<file path="src/rtl/add_seq_ctrl.sv">
// add_seq_ctrl: multi-cycle WIDTH-bit adder. One shared 2-bit ripple slice
// (two full-adder cells) is stepped across the operands, least-significant
// digit first. A registered carry links the steps. A START/BUSY/DONE
// handshake frames each operation.
module add_seq_ctrl #(
  parameter int WIDTH = 8
) (
  input  logic             CLK,
  input  logic             RST,
  input  logic             START,
  input  logic [WIDTH-1:0] A,
  input  logic [WIDTH-1:0] B,
  input  logic             CI,
  output logic             BUSY,
  output logic             DONE,
  output logic [WIDTH-1:0] S,
  output logic             CO
);

  localparam int STEPS = WIDTH / 2;
  localparam int CNT_W = $clog2(STEPS + 1);

  typedef enum logic {
    IDLE = 1'b0,
    RUN  = 1'b1
  } state_t;

  state_t             r_state;
  state_t             w_next;

  logic [WIDTH-1:0]   r_a_sh;
  logic [WIDTH-1:0]   r_b_sh;
  logic [WIDTH-1:0]   r_s_sh;
  logic               r_cr;
  logic [CNT_W-1:0]   r_cnt;
  logic               r_done;
  logic [WIDTH-1:0]   r_s;
  logic               r_co;

  logic               w_c0;
  logic [1:0]         w_sl;
  logic               w_sc;
  logic               w_last;
  logic [WIDTH+1:0]   w_s_cat;
  logic [WIDTH-1:0]   w_s_next;

  // 2-bit slice built from two full-adder cells, fed by the registered carry.
  assign w_sl[0] = r_a_sh[0] ^ r_b_sh[0] ^ r_cr;
  assign w_c0    = (r_a_sh[0] & r_b_sh[0]) | (r_cr & (r_a_sh[0] ^ r_b_sh[0]));
  assign w_sl[1] = r_a_sh[1] ^ r_b_sh[1] ^ w_c0;
  assign w_sc    = (r_a_sh[1] & r_b_sh[1]) | (w_c0 & (r_a_sh[1] ^ r_b_sh[1]));

  // New slice digit enters at the top of the accumulator; the concatenation
  // keeps the expression legal when WIDTH = 2.
  assign w_s_cat  = {w_sl, r_s_sh};
  assign w_s_next = w_s_cat[WIDTH+1:2];

  assign w_last = (r_state == RUN) && (r_cnt == CNT_W'(1));

  // Outputs come straight from flops (BUSY decodes the state register).
  assign BUSY = (r_state == RUN);
  assign DONE = r_done;
  assign S    = r_s;
  assign CO   = r_co;

  // State register with synchronous reset.
  always_ff @(posedge CLK) begin
    // NOTE: clocked state uses non-blocking assignments so every flop samples
    // pre-edge values, independent of block ordering.
    if (RST) r_state <= IDLE;
    else     r_state <= w_next;
  end

  // Next-state decode: accept START in IDLE, leave RUN after the last step.
  always_comb begin
    // NOTE: default first so every path assigns w_next and no latch is inferred.
    w_next = r_state;
    case (r_state)
      IDLE:    if (START)  w_next = RUN;
      RUN:     if (w_last) w_next = IDLE;
      default: w_next = IDLE;
    endcase
  end

  // Datapath: load operands on accept, step the slice in RUN, publish result.
  always_ff @(posedge CLK) begin
    if (RST) begin
      // NOTE: the shift registers are reset too so an aborted run leaves no
      // stale operand or carry bits behind.
      r_a_sh <= '0;
      r_b_sh <= '0;
      r_s_sh <= '0;
      r_cr   <= 1'b0;
      r_cnt  <= '0;
      r_done <= 1'b0;
      r_s    <= '0;
      r_co   <= 1'b0;
    end else begin
      r_done <= 1'b0;
      if (r_state == IDLE) begin
        if (START) begin
          r_a_sh <= A;
          r_b_sh <= B;
          r_cr   <= CI;
          r_s_sh <= '0;
          r_cnt  <= CNT_W'(STEPS);
        end
      end else begin
        r_a_sh <= r_a_sh >> 2;
        r_b_sh <= r_b_sh >> 2;
        r_s_sh <= w_s_next;
        r_cr   <= w_sc;
        r_cnt  <= r_cnt - CNT_W'(1);
        if (w_last) begin
          r_s    <= w_s_next;
          r_co   <= w_sc;
          r_done <= 1'b1;
        end
      end
    end
  end

endmodule

</file>
<file path="config.mk">
export PLATFORM = sky130hd
export DESIGN_NAME = add_seq_ctrl
export DESIGN_NICKNAME = d
export VERILOG_FILES = /design/src/rtl/add_seq_ctrl.sv
export SDC_FILE = /design/constraint.sdc
export NUM_CORES = 1
export LEC_CHECK = 0
export BUFFER_PORTS_ARGS = -buffer_cell sky130_fd_sc_hd__buf_2
export CAP_MARGIN = 20
export CORE_MARGIN = 2
export CORE_UTILIZATION = 50
export CTS_CLUSTER_DIAMETER = 150
export DETAILED_ROUTE_END_ITERATION = 7
export PLACE_DENSITY = 0.73
export SLEW_MARGIN = 10
export SYNTH_ARGS = -nofsm -noshare
export SYNTH_HDL_FRONTEND = slang
export SYNTH_SLANG_ARGS = --single-unit
</file>
<file path="constraint.sdc">
create_clock -name CLK -period 5.5 [get_ports CLK]
set_clock_uncertainty 0.2 [all_clocks]
set_input_delay 0.825 -clock CLK [delete_from_list [all_inputs] [get_ports CLK]]
set_output_delay 0.825 -clock CLK [all_outputs]
set_load 0.03 [all_outputs]
</file>
==> flow_metrics.tcl, run 1 <==
set metrics [dict create \
    gr-total-overflow 0 \
    clk_path_buf_depth 2 \
    routed_wl_mm 3.02 \
    cp_top_family "buffers and inverters" \
    cts_hold_buf 0 \
    worstMarginPinSlew_ns 0.730 \
    die-area_um2 3920 \
    antenna_found_initial 0 \
    tritoncts "done" \
    fin_area_um2 1880 \
    fmax_ghz 0.443 \
    critPathSlowestCell "dfxtp_1" \
    cts.sinks 37 \
    detail_route.first_pass.iterations 2 \
    routed-via-count 1200 \
    cts_setup_buffers 0 \
    syn2layout_area_growth_pct 9.33 \
    drive_gt1_share_pct 24.4 \
    layout_commonest_cell "dfxtp_1" \
    path_buf_inv 2 \
    dp_hpwl_mm 2.01 \
    setup-tns-final_ns 0 \
    nNetsFinal 216 \
    globalplace.congestion 0.684 \
    ys_seq_area_share_pct 43.1 \
    viasPerCell 5.02 \
    layout_setup_ws_ns 3.24 \
    slew_headroom_pct 51.3 \
    finalSetupViolCount 0 \
    cp.required_ns 4.47 \
    total_power_uw 495 \
    floorplan.initialDensity_pct 51.9 \
    antenna_cells 0 \
    h-tree-depth 2 \
    yosys.cell_types.count 26 \
    syn_nets 192 \
    cts-buffers-inserted 5 \
    rsz0062_at_grt "false" \
    grtUsageMet3_pct 4.86 \
    ys_seq_elements 37 \
    io_buffer_count 30 \
    period_minus_slack_ns 2.26 \
    track_usage_pct 16.7 \
    leakage_nw 0.777 \
    slew_violations 0 \
    dieWidth_um 62.6 \
    syn_area_per_cell_um2 10.2 \
    end_kind "output port" \
    clock_latency_ns 0.34 \
    crit_chain "buf_4 -> buf_2" \
    place_ws_ns 3.38 \
    drc_errors 0 \
    power_density_nw_per_um2 264 \
    startpoint "BUSY" \
    grt_pass1_vias 1226 \
    cts_resized 0 \
    post-route-period-util_pct 41.1 \
    synth_area_um2 1720 \
    num_rows 21 \
    peakVddDrop_mv 0.118 \
    use_met2_pct 30.0 \
    grt_max_degree 47 \
    crit_fanout 39 \
    die_h_um 62.6 \
    coreArea_um2 3310 \
    hp-start "r_s_sh[7]" \
    max_stage_delay_ns 0.32 \
    hold_viol 0 \
    gr-usage-met1_pct 18.0 \
    clk_pin_slew_worst_paths_ns 0.10 \
    outcome "finished, final reports clean" \
    worst_ep_arrival_time_ns 1.23 \
    timing.rr.start "r_a_sh[0]" \
    start_kind "flip-flop" \
    cap_violations 0 \
    busiest_layer "met2" \
    placed_area_um2 1830 \
    mostFrequentLayoutCells "dfxtp_1, buf_2, mux2i_1" \
    drtIter0Drc 52 \
    io-pin-count 31 \
    ys.warnings.count 0 \
    avgRoutedWirePerCell_um 12.7 \
    grt_pass1_wl_mm 5.16 \
    min_path_type "flip-flop to flip-flop" \
    cts-root-buf "clkbuf_4" \
    worstSetupPathType "flip-flop to output port" \
    ant_nets 0 \
    synth_cells 168 \
]
[registers in the layout (all words and copies together) (netlist names)]
signal / count
r_s_sh: 6
r_cnt: 3
r_b_sh: 8
S: 8
r_cr: 1
BUSY: 1
CO: 1
r_a_sh: 8
DONE: 1
[power breakdown]
part	leakage [nW]	switching [mW]	internal, mW	total (mW)
Clock	0.0265	0.0826	0.0509	0.134
Combinational	0.447	0.0378	0.0335	0.0712
Sequential	0.303	0.00799	0.283	0.291
[final timing paths]
check / to / slack [ns] / cells past startpoint
setup / recovery: BUSY / 3.24 / 2
hold / removal: r_s_sh[5] / 0.27 / 2
setup reg to reg: S[7] / 3.52 / 5
hold reg to reg: r_s_sh[5] / 0.27 / 2
[layer usage]
metal  vias to the layer above  wire, um
met5                         -         0
met4                         0        48
met3                         7       139
met2                        25      1490
met1                       555      1350
li1                        613         -
[kinds of logic after synthesis]
family / Yosys count / share of synthesized area (%)
flip-flops: 37 / 43.1
adder cells (fa/ha/maj): 4 / 3.79
AND/OR/NAND/NOR: 54 / 19.5
buffers and inverters: 22 / 7.80
AO/OA/AOI/OAI: 24 / 9.33
multiplexers: 27 / 16.5
[tightest hold or removal path: stages (launching register included)]
cell,delay [ns]
dfxtp_1,0.33
nand2_1,0.05
a21oi_1,0.05
[metrics by stage]
step | hold WS (ns) | util (%) | instances
2_1_floorplan | 0.240 | - | 168
6_report | 0.274 | 56.7 | 239
3_5_place_dp | 0.260 | 55.2 | 231
3_3_place_gp | 0.254 | 55.2 | 231
5_1_grt | 0.303 | 56.7 | 239
4_1_cts | 0.280 | 56.7 | 239
[area by class of cell]
class                      instances  area, um^2
clock buffer                       8        48.8
fill                             327        1430
inverter                           8        30.0
multi-input combinational        109         842
sequential                        37         741
tap                               46        57.6
timing repair buffer              31         158
[cells in the mapped netlist]
master / count / area (um^2)
a211oi_1: 12 / 90.1
buf_2: 2 / 10.0
dfxtp_1: 37 / 741
fa_1: 2 / 40.0
a21oi_2: 1 / 8.76
nor2_1: 4 / 15.0
nor2b_1: 16 / 100
a21o_1: 1 / 7.51
nor3_1: 5 / 25.0
buf_6: 4 / 45.0
inv_1: 8 / 30.0
nand2b_1: 16 / 100
buf_4: 2 / 15.0
or3b_2: 6 / 52.6
mux2i_1: 23 / 230
buf_8: 1 / 15.0
a21oi_1: 8 / 40.0
and3b_1: 1 / 8.76
mux2_4: 2 / 30.0
mux2_2: 2 / 22.5
nand2_1: 4 / 15.0
o21a_1: 1 / 7.51
a31oi_1: 1 / 6.26
clkbuf_1: 5 / 18.8
ha_1: 2 / 25.0
or3b_1: 2 / 17.5
No activity file was read; power rests on OpenSTA's default activity.
==> run 2, diff against run 1 <==
Settings changed: ABC_AREA from default to 1, CORE_UTILIZATION 50 to 49, PLACE_DENSITY 0.73 to 0.74.
Clock period 5.5 ns to 2 ns, I/O delays scaled along.
==> run 2 against run 1 <==
Net effect:
- register-to-register slack lost 3.3 ns
- combinational power grew to 2.7 times the previous value
- sequential power grew to 2.7 times the previous value
- via count grew 17%
- critical endpoint is now r_s_sh[7]
- routed wire length grew 2.8%
==> flow_metrics.tcl, run 2 <==
set metrics [dict create \
    pwr-share-clk_pct 27.8 \
    io_buffer_count 30 \
    mostFrequentLayoutCells "nand2_1, dfxtp_1, buf_2" \
    h-tree-depth 2 \
    io-pin-count 31 \
    dp_hpwl_mm 2.10 \
    worst_ep_arrival_time_ns 1.83 \
    syn_area_per_cell_um2 7.64 \
    cap_violations 0 \
    worstHoldEndpoint "BUSY" \
    min_path_type "primary input to flip-flop" \
    routed_wl_mm 3.11 \
    globalplace.congestion 0.832 \
    slew_violations 0 \
    dieWidth_um 62.6 \
    syn2layout_area_growth_pct 13.4 \
    rr_endpoint "r_s_sh[7]" \
    cts.sinks 37 \
    intPower_uw 977 \
    rr_worst_depth 6 \
    start_kind "flip-flop" \
    total_power_mw 1.36 \
    yosys.cell_types.count 18 \
    avgRoutedWirePerCell_um 10.3 \
    crit_chain "inv_1 -> fa_1 -> fa_1 -> inv_1 -> nand2_1 -> a21oi_1" \
    yosys-top-cells-count "nand2_1, dfxtp_1, nand3_1" \
    post-route-period-util_pct 89.7 \
    routed-via-count 1408 \
    synth_area_um2 1680 \
    ys.flop_type "dfxtp_1" \
    slew_headroom_pct 80.8 \
    min_path_cells 3 \
    leakage_nw 0.992 \
    power_density_nw_per_um2 711 \
    grt_max_degree 20 \
    worstSetupPathType "flip-flop to flip-flop" \
    drc_errors 0 \
    ys_seq_area_share_pct 44.0 \
    antenna_found_initial 0 \
    grt_pass1_vias 1236 \
    clock_latency_ns 0.34 \
    outcome "finished, final reports clean" \
    num_rows 21 \
    critPathSlowestCell "fa_1" \
    cts-buffers-inserted 5 \
    cts-root-buf "clkbuf_4" \
    die_h_um 62.6 \
    synthArstFlopShare_pct 0 \
    synth_top_cell_by_area "dfxtp_1" \
    cts_setup_buffers 0 \
    die-area_um2 3920 \
    clk_pin_slew_worst_paths_ns 0.11 \
    antenna_cells 0 \
    viasPerCell 4.68 \
    setup-tns-final_ns 0 \
    floorplan.initialDensity_pct 50.8 \
    comb_power_share_pct 14.3 \
    power.net_switching_uw 380 \
    grt_pass1_wl_mm 5.39 \
    drive_gt1_share_pct 22.7 \
    drtIter0Drc 45 \
    fmax_ghz 0.558 \
    max_stage_delay_ns 0.49 \
    cp.required_ns 2.04 \
    worstMarginPinSlew_ns 0.288 \
    netlist.area_leader.share_pct 44.0 \
    crit_fanout 2 \
    synth_edf_count 0 \
    gr-total-overflow 0 \
    nNetsFinal 278 \
    seqPwrFrac_pct 57.9 \
    track_usage_pct 17.6 \
    startpoint "r_a_sh[0]" \
    clk_path_buf_depth 2 \
    rsz0062_at_grt "false" \
    layout_commonest_cell "nand2_1" \
    switching_share_pct 28.0 \
    coreArea_um2 3310 \
    peakVddDrop_mv 0.456 \
    period_minus_slack_ns 1.79 \
    synthTopCellsByArea "dfxtp_1, nand2_1, nand3_1" \
    detail_route.first_pass.iterations 4 \
    r2r_slack_ns 0.21 \
    tritoncts "done" \
    syn_nets 244 \
    ys.warnings.count 0 \
    hp-start "START" \
    ys_seq_elements 37 \
    ant_nets 0 \
    finalSetupViolCount 0 \
    yosysMostFrequentCell "nand2_1" \
    end_kind "flip-flop" \
    timing.rr.start "r_a_sh[0]" \
    hold_viol 0 \
    synth_cells 220 \
]
-- run 2: cell count changes after synthesis, moves of 4 or more --
cell      change
nand2_1      +80
inv_1        +16
clkbuf_1      -5
nand3_2      +11
nor2b_1      -16
or3b_2        -6
nand2b_1     -16
mux2i_1      -23
nand3_1      +26
nor3_1        -5
a211oi_1     -12
a21oi_1       +4
-- run 2: cell type report --
type,instances,area [um^2]
fillers,364,1400
clock buffers,6,41.3
well taps,46,57.6
flip-flops and latches,37,741
repair buffers,39,228
multi-input cells,144,726
inverters,27,104
clock inverters,2,10.0
-- run 2: power groups by stage --
stage | Clock (mW) | Combinational (mW) | Sequential, mW
after floorplan | 0 | 0.150 | 0.804
after global placement | 0 | 0.187 | 0.801
after detailed placement | 0 | 0.190 | 0.803
after CTS | 0.390 | 0.198 | 0.786
after global routing | 0.430 | 0.224 | 0.790
final | 0.377 | 0.194 | 0.786
-- run 2: per-stage QoR --
step / worst slack (ns) / hold WS (ns) / instance area (um^2) / cells / utilization, %
2_1_floorplan: 0.291 / 0.219 / 1680 / 220 / -
3_3_place_gp: 0.261 / 0.229 / 1820 / 289 / 54.8
4_1_cts: 0.186 / 0.0658 / 1910 / 301 / 57.6
3_5_place_dp: 0.211 / 0.233 / 1820 / 289 / 54.8
5_1_grt: 0.120 / 0.0519 / 1910 / 301 / 57.6
6_report: 0.207 / 0.0689 / 1910 / 301 / 57.6
-- run 2: per-layer routing --
metal / part of all wire, % / vias up / routed length, um / track usage, %
li1: - / 747 / - / -
met1: 46 / 624 / 1440 / 20.6
met2: 47 / 32 / 1470 / 29.4
met3: 5.1 / 5 / 159 / 7.21
met4: 1.3 / 0 / 40 / 5.00
met5: 0 / - / 0 / 0
-- run 2: cell families (layout without fill, tap and decap cells) --
logic type | count (synthesis) | after routing | share of synthesized area [%]
AOI/OAI and AO/OA | 13 | 13 | 3.87
DFF | 37 | 37 | 44.0
adders and majority gates | 4 | 4 | 3.87
and+or+nand+nor | 127 | 127 | 35.4
buffers and inverters | 39 | 74 | 12.8
-- run 2: worst max-delay path by stage --
| stage | cells past startpoint | endpoint |
|---|---|---|
| 2_1_floorplan | 6 | r_s_sh[7] |
| 3_3_place_gp | 6 | r_s_sh[7] |
| 3_5_place_dp | 6 | r_s_sh[7] |
| 4_1_cts | 6 | r_s_sh[7] |
| 5_1_grt | 8 | r_cr |
| 6_report | 6 | r_s_sh[7] |
-- run 2: critical path: cells and delay by family (launching register included) --
kind | cells | cell delay [ns]
simple gates | 1 | 0.05
fa+ha+maj | 2 | 0.92
flops | 1 | 0.35
buf+inv | 2 | 0.11
compound gates | 1 | 0.06
-- run 2: timing repair --
item,in CTS,in global routing
hold buffers,4,0
endpoints found under the hold margin,4,0
resized for setup,0,0
==> run 3, diff against run 2 <==
--- a/config.mk
+++ b/config.mk
@@ -10,8 +10,8 @@
 export CAP_MARGIN = 20
 export CORE_MARGIN = 2
-export CORE_UTILIZATION = 49
+export CORE_UTILIZATION = 50
 export CTS_CLUSTER_DIAMETER = 150
 export DETAILED_ROUTE_END_ITERATION = 7
-export PLACE_DENSITY = 0.74
+export PLACE_DENSITY = 0.73
 export SLEW_MARGIN = 10
 export SYNTH_ARGS = -nofsm -noshare
==> constraint.sdc (replaced) <==
create_clock -name CLK -period 2.1 [get_ports CLK]
set_clock_uncertainty 0.2 [all_clocks]
set_input_delay 0 -clock CLK [delete_from_list [all_inputs] [get_ports CLK]]
set_output_delay 0 -clock CLK [all_outputs]
set_load 0.03 [all_outputs]
==> run 3 against run 2 <==
Net effect:
- register-to-register slack improved by 0.11 ns
- global-route usage up 2.1 points
- die area down 1.9%
- first-iteration DRC count is 58% higher
- core utilization increased by 5.8 points
- flip-flop and latch count did not move
- routed wire length up 6.9%
- final area grew 9.3%
- hold slack got worse by 0.044 ns
- power up 1.7%
==> flow_metrics.tcl, run 3 (synthesis gave the netlist of run 2 again) <==
set metrics [dict create \
    drive_gt1_share_pct 20.7 \
    dr.max_layer_used "met4" \
    worstSetupPathType "flip-flop to flip-flop" \
    clk_path_buf_depth 2 \
    gr-total-overflow 0 \
    power_density_nw_per_um2 663 \
    period_minus_slack_ns 1.78 \
    place_ws_ns 0.330 \
    finalSetupViolCount 0 \
    setup-tns-final_ns 0 \
    h-tree-depth 2 \
    slew_violations 0 \
    clk_pin_slew_worst_paths_ns 0.11 \
    avgRoutedWirePerCell_um 10.5 \
    grt_max_degree 26 \
    fillers 296 \
    ant_nets 0 \
    die_h_um 62.0 \
    total_power_mw 1.38 \
    cts_setup_buffers 0 \
    start_kind "flip-flop" \
    placed_cells 286 \
    dieWidth_um 62.0 \
    post-route-period-util_pct 84.8 \
    io-pin-count 31 \
    globalplace.congestion 0.814 \
    utilization_pct 63.4 \
    layout_setup_ws_ns 0.320 \
    worst_ep_arrival_time_ns 1.86 \
    fmax_ghz 0.562 \
    routed_wl_mm 3.33 \
    cts-root-buf "clkbuf_4" \
    cts_resized 0 \
    grt_pass1_wl_mm 5.44 \
    placed_area_um2 1790 \
    fin_area_um2 2080 \
    clock_latency_ns 0.35 \
    nNetsFinal 293 \
    seqCellArea_um2 741 \
    floorplan.initialDensity_pct 51.2 \
    tritoncts "done" \
    end_kind "flip-flop" \
    antenna_found_initial 0 \
    track_usage_pct 19.6 \
    dp_hpwl_mm 2.04 \
    worstMarginPinSlew_ns 0.478 \
    viasPerCell 4.76 \
    drc_errors 0 \
    stdcell_count 316 \
    slew_headroom_pct 68.0 \
    syn2layout_area_growth_pct 23.9 \
    multi_input_area_um2 726 \
    leakage_nw 1.06 \
    whs_ns 0.0247 \
    coreArea_um2 3280 \
    cp.required_ns 2.18 \
    die-area_um2 3840 \
    cap_violations 0 \
    routed-via-count 1503 \
    wl_met2_mm 1.58 \
    mostFrequentLayoutCells "nand2_1, dfxtp_1, buf_2" \
    wl_met1_mm 1.50 \
    min_path_type "primary input to flip-flop" \
    wl_met3_um 183 \
    outcome "finished, final reports clean" \
    rsz0062_at_grt "false" \
    hold_viol 0 \
    num_rows 21 \
    antenna_cells 0 \
    io_buffer_count 30 \
    cts.sinks 37 \
    peakVddDrop_mv 0.444 \
    cts_hold_buf 22 \
    grt_pass1_vias 1249 \
    layout_commonest_cell "nand2_1" \
    detail_route.first_pass.iterations 4 \
    drtIter0Drc 71 \
    crit_fanout 2 \
    cts-buffers-inserted 5 \
]
-- run 3: critical path, stage by stage (launching register included) --
cell and delay [ns]:
dfxtp_1 0.34, inv_1 0.06, fa_1 0.43, fa_1 0.43, inv_1 0.08, nand2_1 0.05, a21oi_1 0.13
-- run 3: final timing paths --
path                   from  depth (start not counted)        end  slack (ns)
setup / recovery  r_a_sh[0]                          6  r_s_sh[7]        0.32
setup reg to reg  r_a_sh[0]                          6  r_s_sh[7]        0.32
hold / removal        START                          5  r_b_sh[3]        0.02
hold reg to reg   r_s_sh[3]                          2       S[1]        0.25
-- run 3: area by class of cell --
type | instances | area share (%)
well taps | 46 | 2.76
clock buffers | 7 | 3.12
multi-input cells | 144 | 34.8
repair buffers | 54 | 18.5
flip-flops and latches | 37 | 35.6
clock inverters | 1 | 0.240
inverters | 27 | 4.98
-- run 3: power by group --
part,switching (mW),leakage [nW],internal [mW]
Combinational,0.115,0.713,0.0882
Sequential,0.0186,0.302,0.732
Clock,0.233,0.0413,0.194
-- run 3: layer usage --
layer	vias to the layer above	global-route usage [%]
li1	774	-
met1	684	23.5
met2	37	32.3
met3	8	5.80
met4	0	9.12
met5	-	0
